<file path="src/rtl/hdlc_rx_deframer_if.sv">
// hdlc_rx_deframer_if: received byte stream from the HDLC deframer
interface hdlc_rx_deframer_if;
  logic [7:0] M_Data;
  logic       M_Valid;
  logic       M_Last;
  logic       M_Err;
  modport master(output M_Data, M_Valid, M_Last, M_Err);
  modport slave(input M_Data, M_Valid, M_Last, M_Err);
endinterface

</file>
<file path="src/rtl/hdlc_rx_deframer.sv">
// hdlc_rx_deframer: flag hunt, stuffed-zero drop and LSB-first octet assembly behind zero-delete
module hdlc_rx_deframer #(
  parameter int MAX_LEN = 2048
) (
  input  logic               Clk,
  input  logic               Rst,
  input  logic               En,
  input  logic               SRX,
  input  logic               ZdValid,
  hdlc_rx_deframer_if.master m,
  output logic               Active
);
  localparam int CW = $clog2(MAX_LEN);
  localparam logic [0:0] HUNT = 1'b0;
  localparam logic [0:0] OPEN = 1'b1;
  logic [0:0]    state;
  logic          en_d, srx_d, pend_v;
  logic [6:0]    raw_sr, byte_sr;
  logic [7:0]    raw_nx, byte_nx, pend;
  logic [2:0]    ones, bit_cnt;
  logic [CW-1:0] cnt;
  logic          open, flag_det, abort_det, fl, ab, bd, overrun, emit, last, err;
  // Shift registers keep only the 7 bits that survive the next shift
  assign raw_nx    = {srx_d, raw_sr};
  assign byte_nx   = {srx_d, byte_sr};
  assign open      = state == OPEN;
  assign flag_det  = en_d && raw_nx == 8'h7E;
  assign abort_det = en_d && srx_d && ones == 3'd6;
  assign fl        = open && flag_det;
  assign ab        = open && !flag_det && abort_det;
  assign bd        = open && !flag_det && !abort_det && en_d && ZdValid && bit_cnt == 3'd7;
  assign overrun   = bd && pend_v && cnt == CW'(MAX_LEN - 1);
  assign emit      = pend_v && (fl || ab || bd);
  assign last      = fl || ab || overrun;
  assign err       = ab || overrun || (fl && bit_cnt != 3'd7);
  assign Active    = open;
  always_ff @(posedge Clk or posedge Rst) begin
    if (Rst) begin
      state     <= HUNT;
      en_d      <= 1'b0;
      srx_d     <= 1'b0;
      raw_sr    <= '0;
      byte_sr   <= '0;
      ones      <= '0;
      bit_cnt   <= '0;
      pend      <= '0;
      pend_v    <= 1'b0;
      cnt       <= '0;
      m.M_Data  <= '0;
      m.M_Valid <= 1'b0;
      m.M_Last  <= 1'b0;
      m.M_Err   <= 1'b0;
    end else begin
      en_d      <= En;
      srx_d     <= SRX;
      m.M_Valid <= emit;
      m.M_Last  <= emit && last;
      m.M_Err   <= emit && err;
      if (emit) m.M_Data <= pend;
      if (en_d) begin
        raw_sr <= raw_nx[7:1];
        ones   <= !srx_d ? 3'd0 : ones == 3'd7 ? 3'd7 : ones + 3'd1;
      end
      // A flag (re)opens from either state; the pending byte has already been chosen for emission above
      if (flag_det) begin
        state   <= OPEN;
        bit_cnt <= '0;
        pend_v  <= 1'b0;
        cnt     <= '0;
      end else if (ab || overrun) begin
        state  <= HUNT;
        pend_v <= 1'b0;
      end else if (open && en_d && ZdValid) begin
        byte_sr <= byte_nx[7:1];
        bit_cnt <= bit_cnt + 3'd1;
        if (bit_cnt == 3'd7) begin
          pend   <= byte_nx;
          pend_v <= 1'b1;
          if (pend_v) cnt <= cnt + 1'b1;
        end
      end
    end
  end
endmodule

</file>
<file path="src/flat_wrapper.sv">
// flat-port wrapper written by rule: the top's interface ports become plain ports
module hdlc_rx_deframer_flat 
#(
  parameter int MAX_LEN = 2048
)
  (Clk, Rst, En, SRX, ZdValid, Active, m_M_Data, m_M_Valid, m_M_Last, m_M_Err);
  hdlc_rx_deframer_if m_i ();
  input  logic Clk;
  input  logic Rst;
  input  logic En;
  input  logic SRX;
  input  logic ZdValid;
  output logic Active;
  output wire logic [$bits(m_i.M_Data)-1:0] m_M_Data;
  output wire logic [$bits(m_i.M_Valid)-1:0] m_M_Valid;
  output wire logic [$bits(m_i.M_Last)-1:0] m_M_Last;
  output wire logic [$bits(m_i.M_Err)-1:0] m_M_Err;
  assign m_M_Data = m_i.M_Data;
  assign m_M_Valid = m_i.M_Valid;
  assign m_M_Last = m_i.M_Last;
  assign m_M_Err = m_i.M_Err;
  hdlc_rx_deframer #(.MAX_LEN(MAX_LEN)) u_core (.Clk(Clk), .Rst(Rst), .En(En), .SRX(SRX), .ZdValid(ZdValid), .m(m_i), .Active(Active));
endmodule
</file>
<file path="config.mk">
export PLATFORM = sky130hd
export DESIGN_NAME = hdlc_rx_deframer_flat
export DESIGN_NICKNAME = d
export VERILOG_FILES = /design/src/rtl/hdlc_rx_deframer_if.sv /design/src/rtl/hdlc_rx_deframer.sv /design/src/flat_wrapper.sv
export SDC_FILE = /design/constraint.sdc
export NUM_CORES = 1
export LEC_CHECK = 0
export CAP_MARGIN = 20
export CORE_MARGIN = 3
export CORE_UTILIZATION = 55
export CTS_CLUSTER_DIAMETER = 100
export CTS_CLUSTER_SIZE = 30
export DETAILED_ROUTE_END_ITERATION = 8
export GPL_ROUTABILITY_DRIVEN = 0
export GPL_TIMING_DRIVEN = 0
export PLACE_DENSITY = 0.75
export SLEW_MARGIN = 20
export SYNTH_ARGS = -nofsm -noshare
export SYNTH_HDL_FRONTEND = slang
export SYNTH_SLANG_ARGS = --single-unit
</file>
<file path="constraint.sdc">
create_clock -name Clk -period 2.95 [get_ports Clk]
set_input_delay 0.59 -clock Clk [delete_from_list [all_inputs] [get_ports Clk]]
set_output_delay 0.59 -clock Clk [all_outputs]
set_load 0.05 [all_outputs]
</file>
### Word-level counts from Yosys, hierarchy flattened

Index checks and enable logic that the tools add are counted.

* $add $sub $neg: 3
* eq/ne operators: 7
* mux-type cells: 16
* bitwise operators: 2
* reduce and logical (&&, ||, !) cells: 36

Operators with widths (number)
* 11-bit two-way mux: 5
* 1-bit logical AND: 18
* 3-bit two-way mux: 5
* 11-bit by 1-bit adder with 11-bit output (second input constant): 1
* 11-bit == test (second input constant): 1
* 3-bit == test (second input constant): 3
* 8-bit by 7-bit == test with 1-bit output (second input constant): 1
* 4-bit AND reduction: 2
* 2-bit nonzero test: 4
* 3-bit by 1-bit adder with 3-bit output (second input constant): 2
* 1-bit two-way mux: 6
* 3-bit nonzero test: 2
* 1-bit logical OR: 5
* 2-bit AND reduction: 2
* 3-bit != test (second input constant): 1
* 3-bit AND reduction: 1
* 1-bit zero test: 2
* 2-bit by 1-bit != test with 1-bit output (second input constant): 1
* 1-bit inverter: 2

* register bits after elaboration: 54
* input bits: 5
* output and inout bits: 12
* logic and storage cells: 78

### Longest topological paths before layout

Gate-level depths: netlist of the first run.

* word-level depth: 13
* mapped depth: 8

### Worst setup path before layout of the first run

OpenSTA, ideal clock, no wires.

* kind: reg2reg
* start point: register u_core.state (netlist: u_core.Active)
* end point: register u_core.byte_sr[0]
* library setup time: 0.125 ns
* arrival: 2.151 ns
* data required time: 2.825 ns
* setup slack: 0.674 ns
* cell stages (with the launch flop): 7
* path buffers: 1
* cells stage by stage: dfrtp_1 nand4_2 or3_4 o21ai_4 or2_1 buf_6 mux2_4

* cells in the longest elaborated chain, start to end: 10

Ends and longest elaborated chain
* from (decl): RTL line hdlc_rx_deframer.sv:16 `logic [0:0] state;`
* from (signal assigned): RTL line hdlc_rx_deframer.sv:39 `state <= HUNT;`
* from (signal assigned): RTL line hdlc_rx_deframer.sv:66 `state <= OPEN;`
* from (signal assigned): RTL line hdlc_rx_deframer.sv:71 `state <= HUNT;`
* 1-bit logical AND: RTL line hdlc_rx_deframer.sv:30, hdlc_rx_deframer.sv:31
* 1-bit logical AND (4 in a row): RTL line hdlc_rx_deframer.sv:31 `assign bd = open && !flag_det && !abort_det && en_d && ZdValid && bit_cnt == 3'd7;`
* 1-bit logical AND (2 in a row): RTL line hdlc_rx_deframer.sv:32 `assign overrun = bd && pend_v && cnt == CW'(MAX_LEN - 1);`
* 1-bit logical OR: RTL line hdlc_rx_deframer.sv:70 `end else if (ab || overrun) begin`
* 1-bit inverter (no source line)
* 3-bit AND reduction (no source line) *
* to (signal assigned): RTL line hdlc_rx_deframer.sv:74 `byte_sr <= byte_nx[7:1];`
* to (decl): RTL line hdlc_rx_deframer.sv:18 `logic [6:0] raw_sr, byte_sr;`

Mark *: on every way between the ends. The rest lies on a longest branch, timed or not.
A chain may end at the register's enable or synchronous reset.

### Worst setup path after layout of the first run

* start point: input ZdValid
* end point: register u_core.byte_sr[1]

* cells in the longest elaborated chain, start to end: 7

Ends and longest elaborated chain
* from (decl): RTL line flat_wrapper.sv:12 `input logic ZdValid;`
* 1-bit logical AND (2 in a row): RTL line hdlc_rx_deframer.sv:31
* 1-bit logical AND (2 in a row): RTL line hdlc_rx_deframer.sv:32
* 1-bit logical OR: RTL line hdlc_rx_deframer.sv:70
* 1-bit inverter (no source line)
* 3-bit AND reduction (no source line) *

Marked as above.

==> results.md, run 1 <==
- Outcome: completed
- EDFF count, synth: 0
- Final setup violation count: 0
- Post-DRT Antenna Nets: 0
- Clock Path Buffers: 2
- Slew headroom: 55.11%
- Iter 0 DRT Violations: 93
- Vias in the first global route: 1574
- Final clock skew: between 0.005 and 0.006 ns
- CTS tree: yes
- RSZ-0062 raised after global routing: no
- Hold-fix buffers at CTS: 0
- Post-CTS setup buffer count: 0
- Row cnt: 23
- Worst Tran Pin Value: 0.6723 ns
- Post-layout min period: 2.400 ns
- Hold WC Path Type: reg2reg
- Die W: 72.64 µm
- Clock Power Share: 28.7%
- Filler Cells Inserted: 308
- Net Sw Power: roughly 0.32 mW
- Worst EP required: 3.14 ns
- CTS Buf Count: 5
- Clk slew on worst S/H paths: 0.08 ns
- CTS resizes: 0
- Clock sink total: 54
- WHS: between 0.4 and 0.5 ns
- Tot GR Track Use: 17.56%
- Setup tns final: 0 ns
- Post-DP HPWL: 2890 µm
- Critical path cell sequence: clkdlybuf4s50_1 > nand4_2 > or3_4 > o21ai_4 > or2_1 > buf_6 > mux2_4
- Leakage: 1.318 nW
- Core area: 4144 µm²
- WS Path Type: in2reg
- Hold Path Stages: 1
- Combinational share of power: 10.4%
- Vias: 1512
- Skew-Pair Late Insertion Delay: 0.30 ns
- Diodes inserted: 0
- Internal power: ~1.0 mW
- PD cells: 491.5 nW/µm²
- Synth Area per Inst: 12.72 µm²
- Root buf cell: clkbuf_8
- Fmax: 416.6 MHz
- Number of port buffers: 16
- Final period utilization: 81.37%
- Area grow syn2layout: 13.63%
- Crit path max fanout: 7
- Synth async-reset ratio: between 90% and 100%
- Critical Path AT: about 2.6 ns
- Synth warn: 0
- Vias per cell: 5.706
- Final hold vios: 0
- CP max stage cell: clkdlybuf4s50_1
- CTS HTree Levels: 2
- Fin util: 66.97%
- Starting Density: approximately three fifths
- Main synth FF type: dfrtp_1
- Die H: slightly above 70 µm
- Cells after Synth: 192
- Layout cells sized above 1: 20.93%
- Die area: 5276 µm²
- Post-Syn Nets: just over 200
- Mapped Area: about 2400 µm²
- First-pass iteration count of the detailed router: 4
- Cell depth of the worst flop-to-flop path: 8
- # Max-Cap Violations: 0
- Final #Nets: 226
- Residual overflow from global routing: 0
- CP endpoint kind: flip-flop
- First-pass GRT wire length: 7120 µm
- Fraction of power consumed by sequential logic: between 60 and 70%
- Slowest stage delay, CP: roughly 0.50 ns
- I/O pin total: 17
- Sequential area share after synthesis: 55.33%
- Wirelength per Cell: between 15 and 20 µm
- Setup crit start kind: primary input
- Drt drc: 0
- Yosys cell types: 42
- Slew Viols, Final: 0
- Antenna violations before repair: 0
- Aggregate routed wire length: 3981 µm
- Largest net degree at the start of global routing: 32
- Flops & latches, synth: 54
- Worst vdd ir: 0.3803 mV
- Sw Share: 23.71%
-- cell usage after synthesis, types with 3 or more instances --
library cell | number | area share [%]
mux2_4 | 6 | 3.7
mux2_2 | 15 | 6.9
xor2_1 | 8 | 2.9
o211ai_1 | 6 | 1.8
buf_2 | 3 | 0.61
mux2_1 | 8 | 3.7
nor2_1 | 17 | 2.6
o21ai_0 | 4 | 0.82
mux2i_1 | 3 | 1.2
and3_1 | 3 | 0.77
nor3_1 | 3 | 0.61
dfrtp_1 | 54 | 55
nand3_1 | 5 | 1.0
inv_1 | 8 | 1.2
ha_1 | 5 | 2.6
nand2_1 | 8 | 1.2
a21oi_1 | 5 | 1.0
-- sequential cells by signal (all words and copies together), names as in the netlist --
signal and flops:
u_core.cnt 11, u_core.m.M_Data 8, u_core.pend 8, u_core.byte_sr 7, u_core.raw_sr 7, u_core.bit_cnt 3
u_core.ones 3, u_core.Active 1, u_core.en_d 1, u_core.m.M_Err 1, u_core.m.M_Last 1, u_core.m.M_Valid 1
u_core.pend_v 1, u_core.srx_d 1
-- area by class of cell --
class / count / area (µm²) / share of cell area [%]
Timing Repair Buffer: 17 / 187.7 / 6.763
Sequential cell: 54 / 1351 / 48.69
Multi-Input combinational cell: 122 / 1012 / 36.47
Buffer: 8 / 48.80 / 1.758
Clock buffer: 6 / 82.58 / 2.976
Tap cell: 50 / 62.56 / 2.254
Inverter: 8 / 30.03 / 1.082
-- final timing paths --
check                                            from                        endpoint  slack (ns)
min reg2reg                u_core.pend[1]$_DFFE_PP0P_      u_core.pend[1]$_DFFE_PP0P_        0.49
max in group asynchronous                         Rst      u_core.ones[2]$_DFFE_PP0P_        1.70
max reg2reg                u_core.ones[0]$_DFFE_PP0P_  u_core.m.M_Data[0]$_DFFE_PP0P_        0.62
max                                           ZdValid   u_core.byte_sr[1]$_DFFE_PP0P_        0.55
min                        u_core.pend[1]$_DFFE_PP0P_      u_core.pend[1]$_DFFE_PP0P_        0.49
min in group asynchronous                         Rst       u_core.cnt[5]$_DFFE_PP0P_        0.71
-- worst max-delay path, delay by kind of cell --
family,cells,cell delay (ns)
buffers and inverters,2,0.65
AND/OR/NAND/NOR,3,0.79
AO/OA/AOI/OAI,1,0.25
multiplexers,1,0.30
-- layer usage --
metal	global-route usage, %	share of wire, %	vias up
met5	0	0	-
li1	-	-	720
met1	23.93	46	754
met4	6.967	1.7	0
met3	4.132	3.5	7
met2	27.25	48	31
-- cells in the final DEF, fill, tap and decap left out, drive strengths merged, types with 2 or more instances in the layout --
| cell type | n |
|---|---|
| dfrtp | 54 |
| mux2 | 29 |
| nor2 | 17 |
| clkdlybuf4s50 | 16 |
| nand2 | 8 |
| xor2 | 8 |
| inv | 8 |
| clkbuf | 8 |
| o21ai | 8 |
| buf | 7 |
| o211ai | 6 |
| nand3 | 6 |
| a21oi | 5 |
| ha | 5 |
| nor3 | 5 |
| mux2i | 3 |
| and3 | 3 |
| and4 | 2 |
| o21a | 2 |
| nand4 | 2 |
| or3 | 2 |
| or4b | 2 |
-- power by group through the flow --
stage | clock [mW] | combinational (mW) | sequential (mW)
floorplan | 0 | 0.0941 | 0.847
global placement | 0 | 0.131 | 0.842
detailed placement | 0 | 0.145 | 0.846
CTS | 0.408 | 0.146 | 0.832
global route | 0.440 | 0.161 | 0.840
finish | 0.392 | 0.142 | 0.831
-- per-stage QoR --
| stage | setup slack (ns) | area (µm²) | std cells | power [mW] |
|---|---|---|---|---|
| floorplan | 0.6741 | 2442 | 192 | 0.9412 |
| global placement | 0.2243 | 2665 | 258 | 0.9731 |
| detailed placement | 0.2233 | 2693 | 259 | 0.9911 |
| CTS | 0.5508 | 2775 | 265 | 1.386 |
| global route | 0.4677 | 2775 | 265 | 1.441 |
| finish | 0.5495 | 2775 | 265 | 1.364 |
-- cell families after synthesis --
family | count (synthesis) | synth area share, %
flip-flops | 54 | 55.33
buffers and inverters | 16 | 3.227
AND/OR/NAND/NOR | 51 | 12.65
AO/OA/AOI/OAI | 26 | 7.838
adder cells (fa/ha/maj) | 5 | 2.561
multiplexers | 32 | 15.52
XOR/XNOR | 8 | 2.869
No activity file was read; power rests on OpenSTA's default activity.
==> inputs of run 2 (changes only) <==
Settings changed: CORE_UTILIZATION 55 to 52.
Clock period 2.95 ns to 2.1 ns, I/O delays scaled along.
==> run 2 against run 1 <==
Against the previous run: the flow now finishes with violations (negative setup slack); critical path depth grew 1; sequential share of layout area shrank 5.1 points; final area up 12%; total power rose by 50%; clock power grew 57%; critical path type is now reg2reg; critical endpoint is now u_core.byte_sr[0]$_DFFE_PP0P_; largest cell class unchanged.
==> results.md, run 2 (synthesis gave the netlist of run 1 again) <==
- Commonest cells after routing, fill and taps aside: 53 x dfrtp_1, 24 x buf_4, 17 x nor2_1
- Number of port buffers: 16 (unchanged)
- # Max-Cap Violations: 0 (unchanged)
- Violated checks: negative setup slack
- FF+latch area: 1353 µm² (about the same)
- Iter 0 DRT Violations: 79 (-15%)
- Commonest non-fill, non-tap cell in the layout: dfrtp_1
- Worst vdd ir: 0.4347 mV (+14%)
- Regs by FF count: u_core.cnt x11, u_core.m.M_Data x8, u_core.pend x8
- Layout cells sized above 1: 35.10% (+14 points)
- Post-layout min period: approximately 2.1 ns
- Fin worst setup slack: -0.01534 ns (-0.5649 ns)
- Outcome: complete, but fails checks
- CTS Buf Count: 5 (unchanged)
- Layout Cells excl Fill: 297 (+12%)
- WHS: 0.4072 ns (-0.08203 ns)
- Die H: 74.54 µm (+2.6%)
- Final setup violation count: 7 (+7)
- Residual overflow from global routing: 0 (unchanged)
- Root buf cell: clkbuf_8
- Worst EP required: 2.30 ns (-0.84 ns)
- Row cnt: 24 (+4.3%)
- Area grow syn2layout: 26.90%
- RSZ-0062 raised after global routing: yes
- Skew-Pair Late Insertion Delay: 0.31 ns (about the same)
- Vias: 1703 (+13%)
- CTS HTree Levels: 2 (unchanged)
- Placed insts: 261 (+0.77%)
- Diodes inserted: 0 (unchanged)
- Slew headroom: 66.50% (+11 points)
- Fmax: 472.7 MHz
- Critical Path AT: 2.32 ns (-0.27 ns)
- PD cells: 661.8 nW/µm² (+35%)
- Clk slew on worst S/H paths: 0.10 ns (+0.02 ns)
- Clock Path Buffers: 2 (unchanged)
- WS Path Type: reg2reg
- Vias in the first global route: 1632 (+3.7%)
- Fin util: 69.74% (+2.8 points)
- Final clock skew: 0.007727 ns (+0.001993 ns)
- Crit path max fanout: 7 (unchanged)
- Multi-input gate area: 1072 µm² (+5.9%)
- DP Area: 2713 µm² (+0.74%)
- Drt drc: 0 (unchanged)
- Largest net degree at the start of global routing: 39 (+22%)
- Setup tns final: -0.07204 ns (-0.07204 ns)
- Wirelength per Cell: 16.78 µm (+12%)
- Aggregate routed wire length: 4984 µm (+25%)
- Starting Density: 54.95% (-4.0 points)
- Setup crit start kind: flip-flop
- Antenna violations before repair: 0 (unchanged)
- Slew Viols, Final: 0 (unchanged)
- CP endpoint kind: flip-flop
- Filler Cells Inserted: 295 (-4.2%)
- Fin area: 3099 µm² (+12%)
- Clock sink total: 54 (unchanged)
- Max reg flops: 11 (unchanged)
- First-pass iteration count of the detailed router: 4 (unchanged)
- Final period utilization: 100.7%
- Worst Tran Pin Value: 0.5010 ns (-0.1714 ns)
- Core area: 4444 µm² (+7.2%)
- Leakage: 1.479 nW (+12%)
- Post-DP HPWL: 2980 µm (+3.1%)
- Largest reg by FF count: u_core.cnt
- Hold WC Path Type: in2async
- Final #Nets: 254 (+12%)
- I/O pin total: 17 (unchanged)
- Post-DRT Antenna Nets: 0 (unchanged)
- Final hold vios: 0 (unchanged)
- Vias per cell: 5.734 (+0.50%)
- Tot GR Track Use: 17.92% (+0.36 points)
- CTS tree: yes
- Die area: 5555 µm² (+5.3%)
- First-pass GRT wire length: 7548 µm (+6.0%)
- Die W: 74.54 µm (+2.6%)
==> run 2: worst max-delay path: stages, from the launching register on <==
cell     delay, ns
dfrtp_1       0.38
ha_2          0.19
ha_4          0.14
nand4_4       0.12
or3_4         0.44
o21ai_4       0.15
or2_1         0.14
buf_6         0.15
mux2_4        0.30
==> run 2: final timing paths <==
| path | start | end | slack, ns | cells past startpoint |
|---|---|---|---|---|
| max | u_core.bit_cnt[1]$_DFFE_PP0P_ | u_core.byte_sr[0]$_DFFE_PP0P_ | -0.02 | 8 |
| min | Rst | u_core.cnt[9]$_DFFE_PP0P_ | 0.41 | 2 |
| max reg2reg | u_core.bit_cnt[1]$_DFFE_PP0P_ | u_core.byte_sr[0]$_DFFE_PP0P_ | -0.02 | 8 |
| min reg2reg | u_core.pend[7]$_DFFE_PP0P_ | u_core.pend[7]$_DFFE_PP0P_ | 0.49 | 1 |
| max in group asynchronous | Rst | u_core.Active$_DFFE_PP0P_ | 1.16 | 3 |
| min in group Clk | u_core.pend[7]$_DFFE_PP0P_ | u_core.pend[7]$_DFFE_PP0P_ | 0.49 | 1 |
==> run 2: layout make-up <==
type | count | area share, %
Inverter | 8 | 0.9689
Sequential cell | 54 | 43.64
Multi-Input combinational cell | 122 | 34.60
Clock inverter | 2 | 0.5248
Buffer | 7 | 1.776
Tap cell | 52 | 2.099
Timing Repair Buffer | 46 | 13.73
Clock buffer | 6 | 2.665
==> run 2: timing repair <==
item / 4_1_cts / 5_1_grt
pin swaps: 8 / 7
setup endpoints to repair: 34 / 33
setup buffers: 12 / 17
resized for setup: 11 / 11
hold buffers: 0 / 0
==> run 2: layer usage <==
layer	routed length, µm	track usage, %
met5	0	0
met4	82	6.522
met3	223	4.730
met2	2679	29.95
met1	1999	22.40
==> run 2: power by group <==
group          switching (mW)  leakage, nW  internal, mW  total (mW)
sequential             0.0625        0.729          1.11        1.17
clock                   0.345       0.0478         0.272       0.617
combinational           0.128        0.703         0.131       0.259
==> run 2: stage by stage <==
step           total power [mW]  setup slack (ns)
2_1_floorplan             1.329          -0.04380
3_3_place_gp              1.375           -0.6443
3_5_place_dp              1.406           -0.4667
4_1_cts                   2.041          0.002250
5_1_grt                   2.141          -0.09868
6_report                  2.051          -0.01534
